File: config.mk
export PLATFORM = sky130hd
export DESIGN_NAME = spsram_arbiter
export DESIGN_NICKNAME = d
export VERILOG_FILES = /design/src/rtl/spsram_arbiter.sv
export SDC_FILE = /design/constraint.sdc
export NUM_CORES = 1
export LEC_CHECK = 0
export ABC_AREA = 1
export CORE_UTILIZATION = 25
export DETAILED_ROUTE_END_ITERATION = 12
export SKIP_LAST_GASP = 1
export SLEW_MARGIN = 20
export SYNTH_ARGS = -nofsm -noshare
export SYNTH_HDL_FRONTEND = slang
export SYNTH_SLANG_ARGS = --single-unit
File: constraint.sdc
create_clock -name CK -period 3.3 [get_ports CK]
set_clock_uncertainty 0.1 [all_clocks]
set_input_delay 0.66 -clock CK [delete_from_list [all_inputs] [get_ports CK]]
set_output_delay 0.66 -clock CK [all_outputs]
set_load 0.1 [all_outputs]
File: src/rtl/spsram_arbiter.sv
// Two-master round-robin arbiter in front of one single-port synchronous SRAM.
// After reset the array can optionally be swept to zero before any grant is given.
// Read data comes back through a registered response two cycles after the grant.
module spsram_arbiter #(
    parameter int D_WIDTH        = 32,
    parameter int A_WIDTH        = 10,
    parameter int DEPTH          = 1024,
    parameter int CLEAR_ON_RESET = 1
) (
    input  logic               CK,
    input  logic               RST,
    input  logic               m0_req,
    input  logic               m0_we,
    input  logic [A_WIDTH-1:0] m0_addr,
    input  logic [D_WIDTH-1:0] m0_wdata,
    input  logic [D_WIDTH-1:0] m0_wmask,
    output logic               m0_gnt,
    output logic               m0_rvalid,
    output logic [D_WIDTH-1:0] m0_rdata,
    input  logic               m1_req,
    input  logic               m1_we,
    input  logic [A_WIDTH-1:0] m1_addr,
    input  logic [D_WIDTH-1:0] m1_wdata,
    input  logic [D_WIDTH-1:0] m1_wmask,
    output logic               m1_gnt,
    output logic               m1_rvalid,
    output logic [D_WIDTH-1:0] m1_rdata,
    output logic               sram_csn,
    output logic               sram_wen,
    output logic               sram_oen,
    output logic [A_WIDTH-1:0] sram_a,
    output logic [D_WIDTH-1:0] sram_bwen,
    output logic [D_WIDTH-1:0] sram_di,
    input  logic [D_WIDTH-1:0] sram_dout,
    output logic               init_done
);
    // state    | meaning
    // ST_CLEAR | zero-fill sweep in progress, no grants
    // ST_RUN   | normal arbitration between the two masters
    typedef enum logic {ST_CLEAR, ST_RUN} state_t;

    localparam state_t             RST_STATE = (CLEAR_ON_RESET != 0) ? ST_CLEAR : ST_RUN;
    // Without a sweep the first cycle out of reset is already a RUN cycle.
    localparam logic               INIT_RST  = (CLEAR_ON_RESET != 0) ? 1'b0 : 1'b1;
    localparam logic [A_WIDTH-1:0] LAST_ADDR = A_WIDTH'(DEPTH - 1);

    state_t             state_q, state_d;
    logic [A_WIDTH-1:0] clr_addr_q, clr_addr_d;
    logic               init_done_q, init_done_d;
    logic               ptr_q, ptr_d;
    logic               rd_pend_q, rd_pend_d;
    logic               rd_id_q, rd_id_d;
    logic               m0_rvalid_q, m0_rvalid_d;
    logic               m1_rvalid_q, m1_rvalid_d;
    logic [D_WIDTH-1:0] m0_rdata_q, m0_rdata_d;
    logic [D_WIDTH-1:0] m1_rdata_q, m1_rdata_d;
    logic               gnt0, gnt1;

    // Sweep/arbitration next state, grants and combinational SRAM drive.
    always_comb begin
        state_d     = state_q;
        clr_addr_d  = clr_addr_q;
        init_done_d = init_done_q;
        ptr_d       = ptr_q;
        gnt0        = 1'b0;
        gnt1        = 1'b0;
        sram_csn    = 1'b1;
        sram_wen    = 1'b1;
        sram_oen    = 1'b1;
        sram_a      = '0;
        sram_bwen   = '1;
        sram_di     = '0;
        unique case (state_q)
            ST_CLEAR: begin
                sram_csn   = 1'b0;
                sram_wen   = 1'b0;
                sram_bwen  = '0;
                sram_a     = clr_addr_q;
                clr_addr_d = clr_addr_q + A_WIDTH'(1);
                if (clr_addr_q == LAST_ADDR) begin
                    state_d     = ST_RUN;
                    init_done_d = 1'b1;
                    clr_addr_d  = '0;
                end
            end
            ST_RUN: begin
                init_done_d = 1'b1;
                gnt0 = m0_req && (!m1_req || !ptr_q);
                gnt1 = m1_req && (!m0_req || ptr_q);
                if (gnt0) begin
                    ptr_d     = 1'b1;
                    sram_csn  = 1'b0;
                    sram_a    = m0_addr;
                    sram_wen  = !m0_we;
                    sram_oen  = m0_we;
                    sram_bwen = m0_we ? ~m0_wmask : '1;
                    sram_di   = m0_we ? m0_wdata : '0;
                end else if (gnt1) begin
                    ptr_d     = 1'b0;
                    sram_csn  = 1'b0;
                    sram_a    = m1_addr;
                    sram_wen  = !m1_we;
                    sram_oen  = m1_we;
                    sram_bwen = m1_we ? ~m1_wmask : '1;
                    sram_di   = m1_we ? m1_wdata : '0;
                end
            end
            default: ;
        endcase
        // Nothing is accepted at a reset edge, so keep the macro idle meanwhile.
        if (RST) begin
            gnt0      = 1'b0;
            gnt1      = 1'b0;
            sram_csn  = 1'b1;
            sram_wen  = 1'b1;
            sram_oen  = 1'b1;
            sram_a    = '0;
            sram_bwen = '1;
            sram_di   = '0;
        end
    end

    // Read response pipeline: mark the read at the grant edge, capture DOUT one edge later.
    always_comb begin
        rd_pend_d   = (gnt0 && !m0_we) || (gnt1 && !m1_we);
        rd_id_d     = gnt1;
        m0_rvalid_d = rd_pend_q && !rd_id_q;
        m1_rvalid_d = rd_pend_q && rd_id_q;
        m0_rdata_d  = m0_rvalid_d ? sram_dout : m0_rdata_q;
        m1_rdata_d  = m1_rvalid_d ? sram_dout : m1_rdata_q;
    end

    // State registers with synchronous reset.
    always_ff @(posedge CK) begin
        if (RST) begin
            state_q     <= RST_STATE;
            clr_addr_q  <= '0;
            init_done_q <= INIT_RST;
            ptr_q       <= 1'b0;
            rd_pend_q   <= 1'b0;
            rd_id_q     <= 1'b0;
            m0_rvalid_q <= 1'b0;
            m1_rvalid_q <= 1'b0;
            m0_rdata_q  <= '0;
            m1_rdata_q  <= '0;
        end else begin
            state_q     <= state_d;
            clr_addr_q  <= clr_addr_d;
            init_done_q <= init_done_d;
            ptr_q       <= ptr_d;
            rd_pend_q   <= rd_pend_d;
            rd_id_q     <= rd_id_d;
            m0_rvalid_q <= m0_rvalid_d;
            m1_rvalid_q <= m1_rvalid_d;
            m0_rdata_q  <= m0_rdata_d;
            m1_rdata_q  <= m1_rdata_d;
        end
    end

    assign m0_gnt    = gnt0;
    assign m1_gnt    = gnt1;
    assign m0_rvalid = m0_rvalid_q;
    assign m1_rvalid = m1_rvalid_q;
    assign m0_rdata  = m0_rdata_q;
    assign m1_rdata  = m1_rdata_q;
    assign init_done = init_done_q;

endmodule

==> impl_metrics.json <==
{
  "status": "complete, no violations",
  "clk_path_buf_depth": 2,
  "boundaryPins": 332,
  "p_sw_uw": 739.5,
  "ant_nets": 0,
  "syn_avg_cell_area_sq_um": 6.136,
  "crit_start": "m1_req",
  "place_congestion": 0.8271,
  "setup_viol": 0,
  "port-buffer-count": 331,
  "via_count": 5565,
  "rr_worst_depth": 7,
  "rows": 47,
  "cp_slowest_cell": "clkdlybuf4s50_1",
  "peakVddDrop_mv": 0.2896,
  "drc": 0,
  "p_sw_frac": 0.2789,
  "cp_common_cell": "nand2_1",
  "grt_start_max_net_pins": 60,
  "drive_above_1_share": 0.1903,
  "pwr-share-seq": 0.372,
  "path_class": "in -> out",
  "worstSetupEndpoint": "sram_di[20]",
  "wl_um": 19210,
  "r2r_slack_ns": 1.50,
  "cts_buffers": 9,
  "cts_setup_buffers": 0,
  "path_cells": "clkdlybuf4s50_1 -> nand2_1 -> nand2_2 -> nor2_4 -> buf_4 -> nand2_1 -> a21oi_1 -> buf_12",
  "yosys_warnings": 0,
  "slew_viol_final": 0,
  "clock_latency_ns": 0.33,
  "post_cts_resize_count": 0,
  "antenna_found_initial": 0,
  "layout_common_cells": "186 x nand2_1, 185 x clkdlybuf4s50_1, 149 x nor2_1",
  "rr_endpoint": "m0_rdata[3]",
  "hold_path_class": "reg -> reg",
  "cp-end-kind": "primary output",
  "drtPass1Iterations": 7,
  "via_per_inst": 4.528,
  "grt_pass1_vias": 5163,
  "cts_tree": "yes",
  "synthesis.nets": 884,
  "ys_seq_elements": 81,
  "cts_hold_buf": 0,
  "synthDominantCellAreaShare": 0.3792,
  "htreeDepth": 3,
  "start_util": 0.2570,
  "synth.area.top_cells": "dfxtp_1 38%, nand2_1 16%, nor2_1 13%",
  "worstMarginPinSlew_ns": 0.5670,
  "total_power_uw": 2651,
  "clock-sinks": 81,
  "hold_viol": 0,
  "period_needed_ns": 3.154,
  "synthDistinctLibCells": 21,
  "slew_headroom": 0.6216,
  "clk_pin_slew_ns": 0.06,
  "drt_iter0_markers": 296,
  "hpwl_um": 14410,
  "layout_commonest_cell": "nand2_1",
  "die_height_um": 132.8,
  "syn_area_sq_um": 4277,
  "antenna_cells": 0,
  "combPwrFrac": 0.247,
  "cp-start-kind": "input port",
  "core_area_sq_um": 16640,
  "fin_nets": 1191,
  "grt_pass1_wl_um": 29580,
  "crit_family": "buffers and inverters",
  "synth_cells": 697,
  "rsz0062_at_grt": "no",
  "wl_per_cell_um": 15.63,
  "timing.rr.start": "rd_pend_q",
  "arrival_ns": 2.39,
  "whs_ns": 0.3805,
  "die_area_sq_um": 17630,
  "internal_power_uw": 1912,
  "worstPathRequired_ns": 2.54,
  "die_x_um": 132.8,
  "syn2layout_area_growth_pct": 105.2,
  "p_clk_frac": 0.381,
  "yosys.area.top_type": "dfxtp_1",
  "max_stage_delay_ns": 0.51,
  "maxCapViolations": 0,
  "fmax_mhz": 317.1,
  "yosysSeqAreaShare": 0.3792,
  "overflow": 0,
  "finalCritPeriodShare": 0.9557,
  "track_usage": 0.2113,
  "power.density_nw_per_um2": 302.1,
  "crit_fanout": 21,
  "crit_buf_inv": 3,
  "p_leak_uw": 0.003625,
  "cp.depth": 8,
  "cts-root-buf": "clkbuf_16"
}
==> registers in the layout, summed over array words and instances, names as in the netlist <==
signal      cells
clr_addr_q     10
m0_rvalid       1
m1_rdata       32
state_q         1
rd_id_q         1
rd_pend_q       1
init_done       1
ptr_q           1
m1_rvalid       1
m0_rdata       32
==> power by group through the flow <==
| stage | clock network (uW) | logic (uW) | registers (uW) |
|---|---|---|---|
| detailed placement | 0 | 654 | 1010 |
| global route | 1070 | 687 | 985 |
| global placement | 0 | 653 | 1010 |
| CTS | 1030 | 658 | 985 |
| floorplan | 0 | 277 | 1010 |
| finish | 1010 | 656 | 985 |
==> metal layers <==
layer | track usage | part of all wire
met1 | 0.2652 | 0.44
met2 | 0.3592 | 0.48
met5 | 0 | 0
met3 | 0.05977 | 0.069
met4 | 0.04087 | 0.012
==> cell usage after synthesis <==
master / n
nand2_1: 186
buf_4: 4
xnor2_1: 1
buf_1: 3
inv_2: 2
clkbuf_1: 28
buf_2: 16
nand4_1: 4
o31ai_1: 1
nand3_1: 87
xor2_1: 3
nand2_2: 2
dfxtp_1: 81
ha_1: 1
nor2_2: 5
nor2_1: 150
inv_1: 20
o21ai_0: 68
a31o_2: 1
buf_6: 1
a21oi_1: 33
==> worst min-delay path by stage <==
stage / startpoint / endpoint / slack [ns] / cells after the start
after floorplan: clr_addr_q[1] / clr_addr_q[1] / 0.38 / 2
after detailed placement: m1_rdata[14] / m1_rdata[14] / 0.37 / 2
after CTS: m1_rdata[14] / m1_rdata[14] / 0.39 / 2
final: m1_rdata[14] / m1_rdata[14] / 0.38 / 2
after global placement: m1_rdata[22] / m1_rdata[22] / 0.36 / 2
after global routing: m1_rdata[5] / m1_rdata[5] / 0.41 / 2
==> layout make-up <==
cell class / instances / area (sq um)
fillers: 1616 / 7866
flip-flops and latches: 81 / 1622
clock buffers: 10 / 239.0
inverters: 22 / 82.58
multi-input cells: 542 / 2352
well taps: 220 / 275.3
repair buffers: 348 / 4139
clock inverters: 6 / 66.31
==> worst reg2reg max path: cells and delay by family (launching register included) <==
kind	cells	cell delay [ns]
flip-flops	1	0.32
buffers and inverters	4	1.05
AND/OR/NAND/NOR	3	0.23
==> through the flow <==
stage / TNS (ns) / worst slack [ns] / instance area (sq um) / util / cells
floorplan: -5.903 / -0.1867 / 4287 / - / 697
global placement: 0 / 0.2236 / 8471 / 0.5090 / 1213
detailed placement: 0 / 0.1787 / 8471 / 0.5090 / 1213
CTS: 0 / 0.1627 / 8776 / 0.5273 / 1229
global route: 0 / 0.03216 / 8776 / 0.5273 / 1229
finish: 0 / 0.1463 / 8776 / 0.5273 / 1229
==> logic make-up after synthesis <==
group	after synthesis	synth area share
compound gates	103	0.1220
xor+xnor	4	0.008193
fa+ha+maj	1	0.002925
buf+inv	74	0.07490
flops	81	0.3792
simple gates	434	0.4128
(Power assumes the default switching activity.)
